`config.mk`:
```
export PLATFORM = sky130hd
export DESIGN_NAME = id_inst_queue
export DESIGN_NICKNAME = d
export VERILOG_FILES = /design/src/rtl/id_inst_queue.sv
export SDC_FILE = /design/constraint.sdc
export NUM_CORES = 1
export LEC_CHECK = 0
export BUFFER_PORTS_ARGS = -buffer_cell sky130_fd_sc_hd__buf_2
export CAP_MARGIN = 20
export CORE_ASPECT_RATIO = 0.8
export CORE_MARGIN = 5
export CORE_UTILIZATION = 50
export CTS_CLUSTER_SIZE = 8
export DETAILED_ROUTE_END_ITERATION = 12
export PLACE_DENSITY = 0.7
export SKIP_LAST_GASP = 1
export SLEW_MARGIN = 40
export SYNTH_ARGS = -nofsm -noshare
export SYNTH_HDL_FRONTEND = slang
export SYNTH_SLANG_ARGS = --single-unit
```
`constraint.sdc`:
```
create_clock -name clk -period 7.6 [get_ports clk]
set_clock_uncertainty 0.2 [all_clocks]
set_input_delay 1.52 -clock clk [delete_from_list [all_inputs] [get_ports clk]]
set_output_delay 1.52 -clock clk [all_outputs]
set_load 0.01 [all_outputs]
```
`src/rtl/id_inst_queue.sv`:
```
// id_inst_queue: IF->ID decoupling FIFO with flush and interrupt tagging.
// Define IDQ_BYPASS_EN for the same-cycle path through an empty queue.
module id_inst_queue #(
    parameter int DEPTH = 4,
    parameter int XLEN = 32,
    parameter logic [XLEN-1:0] RESET_PC = 32'hbfc00000
) (
    input  logic                    clk,
    input  logic                    reset,
    input  logic                    flush,
    input  logic                    int_req,
    input  logic                    in_valid,
    output logic                    in_ready,
    input  logic [XLEN-1:0]         in_pc,
    input  logic [XLEN-1:0]         in_inst,
    input  logic                    in_bd,
    input  logic                    in_adel,
    output logic                    out_valid,
    input  logic                    out_ready,
    output logic [XLEN-1:0]         out_pc,
    output logic [XLEN-1:0]         out_inst,
    output logic                    out_bd,
    output logic                    out_adel,
    output logic                    out_int,
    output logic [$clog2(DEPTH):0]  count
);
    localparam int AW = $clog2(DEPTH);
    localparam logic [AW:0] FULL_CNT = (AW+1)'(DEPTH);

    logic [XLEN-1:0] mem_pc   [DEPTH];
    logic [XLEN-1:0] mem_inst [DEPTH];
    logic            mem_bd   [DEPTH];
    logic            mem_adel [DEPTH];

    logic [AW-1:0] wr_ptr;
    logic [AW-1:0] rd_ptr;
    logic          int_pending;
    logic          empty;
    logic          full;
    logic          bypass;
    logic          push;
    logic          head_pop;
    logic          pop;

    assign empty    = (count == '0);
    assign full     = (count == FULL_CNT);
    assign in_ready = !full;

`ifdef IDQ_BYPASS_EN
    assign bypass = empty & in_valid & out_ready & !flush;
`else
    assign bypass = 1'b0;
`endif

    // A bypassed packet is consumed straight from the inputs, never stored.
    assign push      = in_valid & in_ready & !bypass & !flush;
    assign head_pop  = !empty & out_ready & !flush;
    assign out_valid = !empty | bypass;
    assign pop       = out_valid & out_ready;
    assign out_int   = out_valid & int_pending;

    always_comb begin
        out_pc   = RESET_PC;
        out_inst = '0;
        out_bd   = 1'b0;
        out_adel = 1'b0;
        if (bypass) begin
            out_pc   = in_pc;
            out_inst = in_inst;
            out_bd   = in_bd;
            out_adel = in_adel;
        end else if (!empty) begin
            out_pc   = mem_pc[rd_ptr];
            out_inst = mem_inst[rd_ptr];
            out_bd   = mem_bd[rd_ptr];
            out_adel = mem_adel[rd_ptr];
        end
    end

    always_ff @(posedge clk) begin
        if (push) begin
            mem_pc[wr_ptr]   <= in_pc;
            mem_inst[wr_ptr] <= in_inst;
            mem_bd[wr_ptr]   <= in_bd;
            mem_adel[wr_ptr] <= in_adel;
        end
    end

    always_ff @(posedge clk or posedge reset) begin
        if (reset) begin
            wr_ptr <= '0;
            rd_ptr <= '0;
            count  <= '0;
        end else if (flush) begin
            wr_ptr <= '0;
            rd_ptr <= '0;
            count  <= '0;
        end else begin
            if (push)
                wr_ptr <= wr_ptr + 1'b1;
            if (head_pop)
                rd_ptr <= rd_ptr + 1'b1;
            if (push && !head_pop)
                count <= count + 1'b1;
            else if (!push && head_pop)
                count <= count - 1'b1;
        end
    end

    // The tag follows whichever instruction is at the head, until it leaves.
    always_ff @(posedge clk or posedge reset) begin
        if (reset)
            int_pending <= 1'b0;
        else if (flush)
            int_pending <= 1'b0;
        else if (int_req)
            int_pending <= 1'b1;
        else if (pop && out_int)
            int_pending <= 1'b0;
    end

endmodule
```
==> impl_metrics.toml <==
[synthesis]
postSynthRegisterBits = 272
syn_area_mm2 = 0.0106
synthSimpleGateAreaFrac = 0.0495
yosysWarnings = 0
syn-mean-instance-area_um2 = 21.8
synth_seq_area_share = 0.769
synth_fa_ha_area_frac = 0.00663
main_combinational_cell_family_by_area_after_synthesis = "multiplexers"
syn-num-nets = 561
synth_cell_types = 34
post_synth_inst_count = 484
synth_mux_area_frac = 0.143
synth_compound_area_frac = 0.0115
post_synthesis_xor_xnor_area_fraction = 0.00166

[power]
p_int_mw = 3.22
totalPowerFinal_mw = 4.46
sw_frac_of_total = 0.277
net-switching-power_mw = 1.24
combinationalPowerShare = 0.256
power-per-cell-area_mw_per_mm2 = 350
pwr-share-seq = 0.409
power.share.clock = 0.334
peakVddDrop_mv = 0.217
leakage_nw = 4.40

[clock_network]
worst_setup_hold_path_clk_slew_ns = 0.05
clkSinkCount = 272
inserted_clock_buffers = 39
h_tree_lvl_count = 2
cts.repair_timing.setup_buffer_count = 0
tritoncts = "built"
clock_tree.buffer_depth = 3
cts-root-buf = "sky130_fd_sc_hd__clkbuf_16"
worst_skew_pair.late_latency_ns = 0.51
post_cts_resize_count = 0
cts_hold_buf = 0

[finish]
layout_filler_cell_count = 1480
finish.cell_count_without_fillers = 941
areaGrowthSynthToFinish_pct = 20.6
layout.nets = 731
layout.cells.most_common_list = "sky130_fd_sc_hd__edfxtp_1, sky130_fd_sc_hd__buf_2, sky130_fd_sc_hd__mux4_2"
layout.cells.most_common = "sky130_fd_sc_hd__edfxtp_1"
multi_input_comb_area_mm2 = 0.00225
ff_latch_area_mm2 = 0.00814
post_route_cells_drive_above_1_share = 0.404

[critical_path]
critical_path_peak_fanout = 40
critical_path.endpoint_type = "primary output"
critPathLaunchType = "register"
worst-r2r-setup-slack_ns = 4.94
worstPathArrival_ns = 2.91
worst-endpoint-required_ns = 5.88
critical_path_start_end_classification = "reg -> out"
worstRegToRegCells = 6

[worst_hold_path]
min-delay-path-class = "reg -> reg"
worstHoldPathCells = 2

[placement]
place_ws_ns = 3.21
place_inst = 882
gp_congestion = 0.733
port_buffers = 143
detailedPlacementHpwl_mm = 12.5

[sta]
final_max_tran_viols = 0
worst_pin_slew_ns = 0.736
setup_viol_count_final = 0
max_slew_margin = 0.508
rsz_0062_raised_after_global_routing = "false"
max_clock_freq_mhz = 216
final_period_minus_worst_setup_slack_ns = 4.63
timing.final.ws_setup_ns = 2.97
report.final.hold_viol_count = 0
period_share = 0.610
setup_tns_ns = 0
hold-worst-slack_ns = 0.303

[detailed_routing]
antenna_violating_nets_post_route = 0
via_count_normalized_by_instance_count = 5.46
detail_route.iter0.violations = 353
routed_wl_mm = 20.5
routed-via-count = 5139
route.detailed.drc = 0
first_pass_iters = 4
routedWlPerCell_um = 21.7

[floorplanning]
floorplan.core_area_mm2 = 0.0208
initial_utilization = 0.509
row_count = 47
die_w_um = 173
fp.dieArea_mm2 = 0.0242
floorplan_die_height_um = 140
floorplan.io_pins = 144

[global_route]
grt_antenna_before_repair = 4
globalRoute.totalOverflow = 0
grt_start_max_net_pins = 60
globalRouteTotalUtil = 0.172
grt_first_pass_wirelength_mm = 32.3
grt_pass1_vias = 5770

[job]
max_cap_violations = 0

[outcome]
status = "complete, no violations"
[final cells by class]
class / count / area share
sequential: 272 / 0.638
multi-input combinational: 177 / 0.176
clock buffer: 55 / 0.0812
timing repair buffer: 154 / 0.0727
tap: 269 / 0.0264
inverter: 10 / 0.00314
clock inverter: 3 / 0.00206
antenna: 1 / 0.000196
[routing by layer]
layer,share of wire,track usage
met1,0.40,0.219
met2,0.50,0.288
met3,0.081,0.0590
met4,0.015,0.0454
met5,0.0011,0
[cells by family after synthesis]
kind of cell	after synthesis
flops	272
simple gates	85
mux	68
buf+inv	35
compound gates	17
fa+ha+maj	5
xor+xnor	2
[cells in the mapped netlist, drive strengths merged]
cell	n	area share
a211o	1	0.00083
a211oi	1	0.00071
a21oi	3	0.0014
a31o	1	0.00083
and2	63	0.037
buf	17	0.013
clkbuf	8	0.0028
dfrtp	8	0.019
edfxtp	264	0.75
fa	1	0.0019
ha	4	0.0047
inv	10	0.0036
mux2	1	0.0011
mux2i	1	0.00095
mux4	66	0.14
nand3	2	0.00095
nand3b	1	0.00071
nor2	7	0.0025
nor3	2	0.0020
nor3b	1	0.00071
o211a	1	0.00095
o211ai	1	0.00071
o21a	1	0.00071
o21ai	3	0.0014
o311a	1	0.00095
o311ai	1	0.00083
o31ai	3	0.0021
or2	9	0.0053
xor2	2	0.0017
[final timing paths]
kind	start	to
max in group asynchronous	reset	rd_ptr[0]
max	rd_ptr[0]	out_pc[25]
min reg2reg	int_pending	int_pending
max reg2reg	count[1]	count[2]
min	int_pending	int_pending
min in group asynchronous	reset	wr_ptr[0]
[stage by stage]
stage,cell area (um2),utilization
6_report,12800,0.614
2_1_floorplan,10600,-
4_1_cts,12700,0.614
3_3_place_gp,11500,0.553
5_1_grt,12800,0.614
3_5_place_dp,11700,0.563
[worst max-delay path, cell delays in order (launching register included)]
cell and delay [ns]:
sky130_fd_sc_hd__dfrtp_4 0.80, sky130_fd_sc_hd__buf_6 0.58, sky130_fd_sc_hd__mux4_2 0.59, sky130_fd_sc_hd__or2_1 0.24, sky130_fd_sc_hd__buf_2 0.15
[registers in the layout (all words and copies together) (netlist names)]
name,cells
count,3
mem_pc,128
mem_bd,4
int_pending,1
rd_ptr,2
wr_ptr,2
mem_inst,128
mem_adel,4
[power by group through the flow]
stage | combinational [mW] | clock (mW) | sequential, mW
4_1_cts | 1.17 | 1.53 | 1.83
5_1_grt | 1.25 | 1.61 | 1.84
6_report | 1.14 | 1.49 | 1.83
3_3_place_gp | 1.10 | 0 | 1.87
3_5_place_dp | 1.16 | 0 | 1.86
2_1_floorplan | 0.811 | 0 | 1.79
Power figures use the tool's default switching activity.
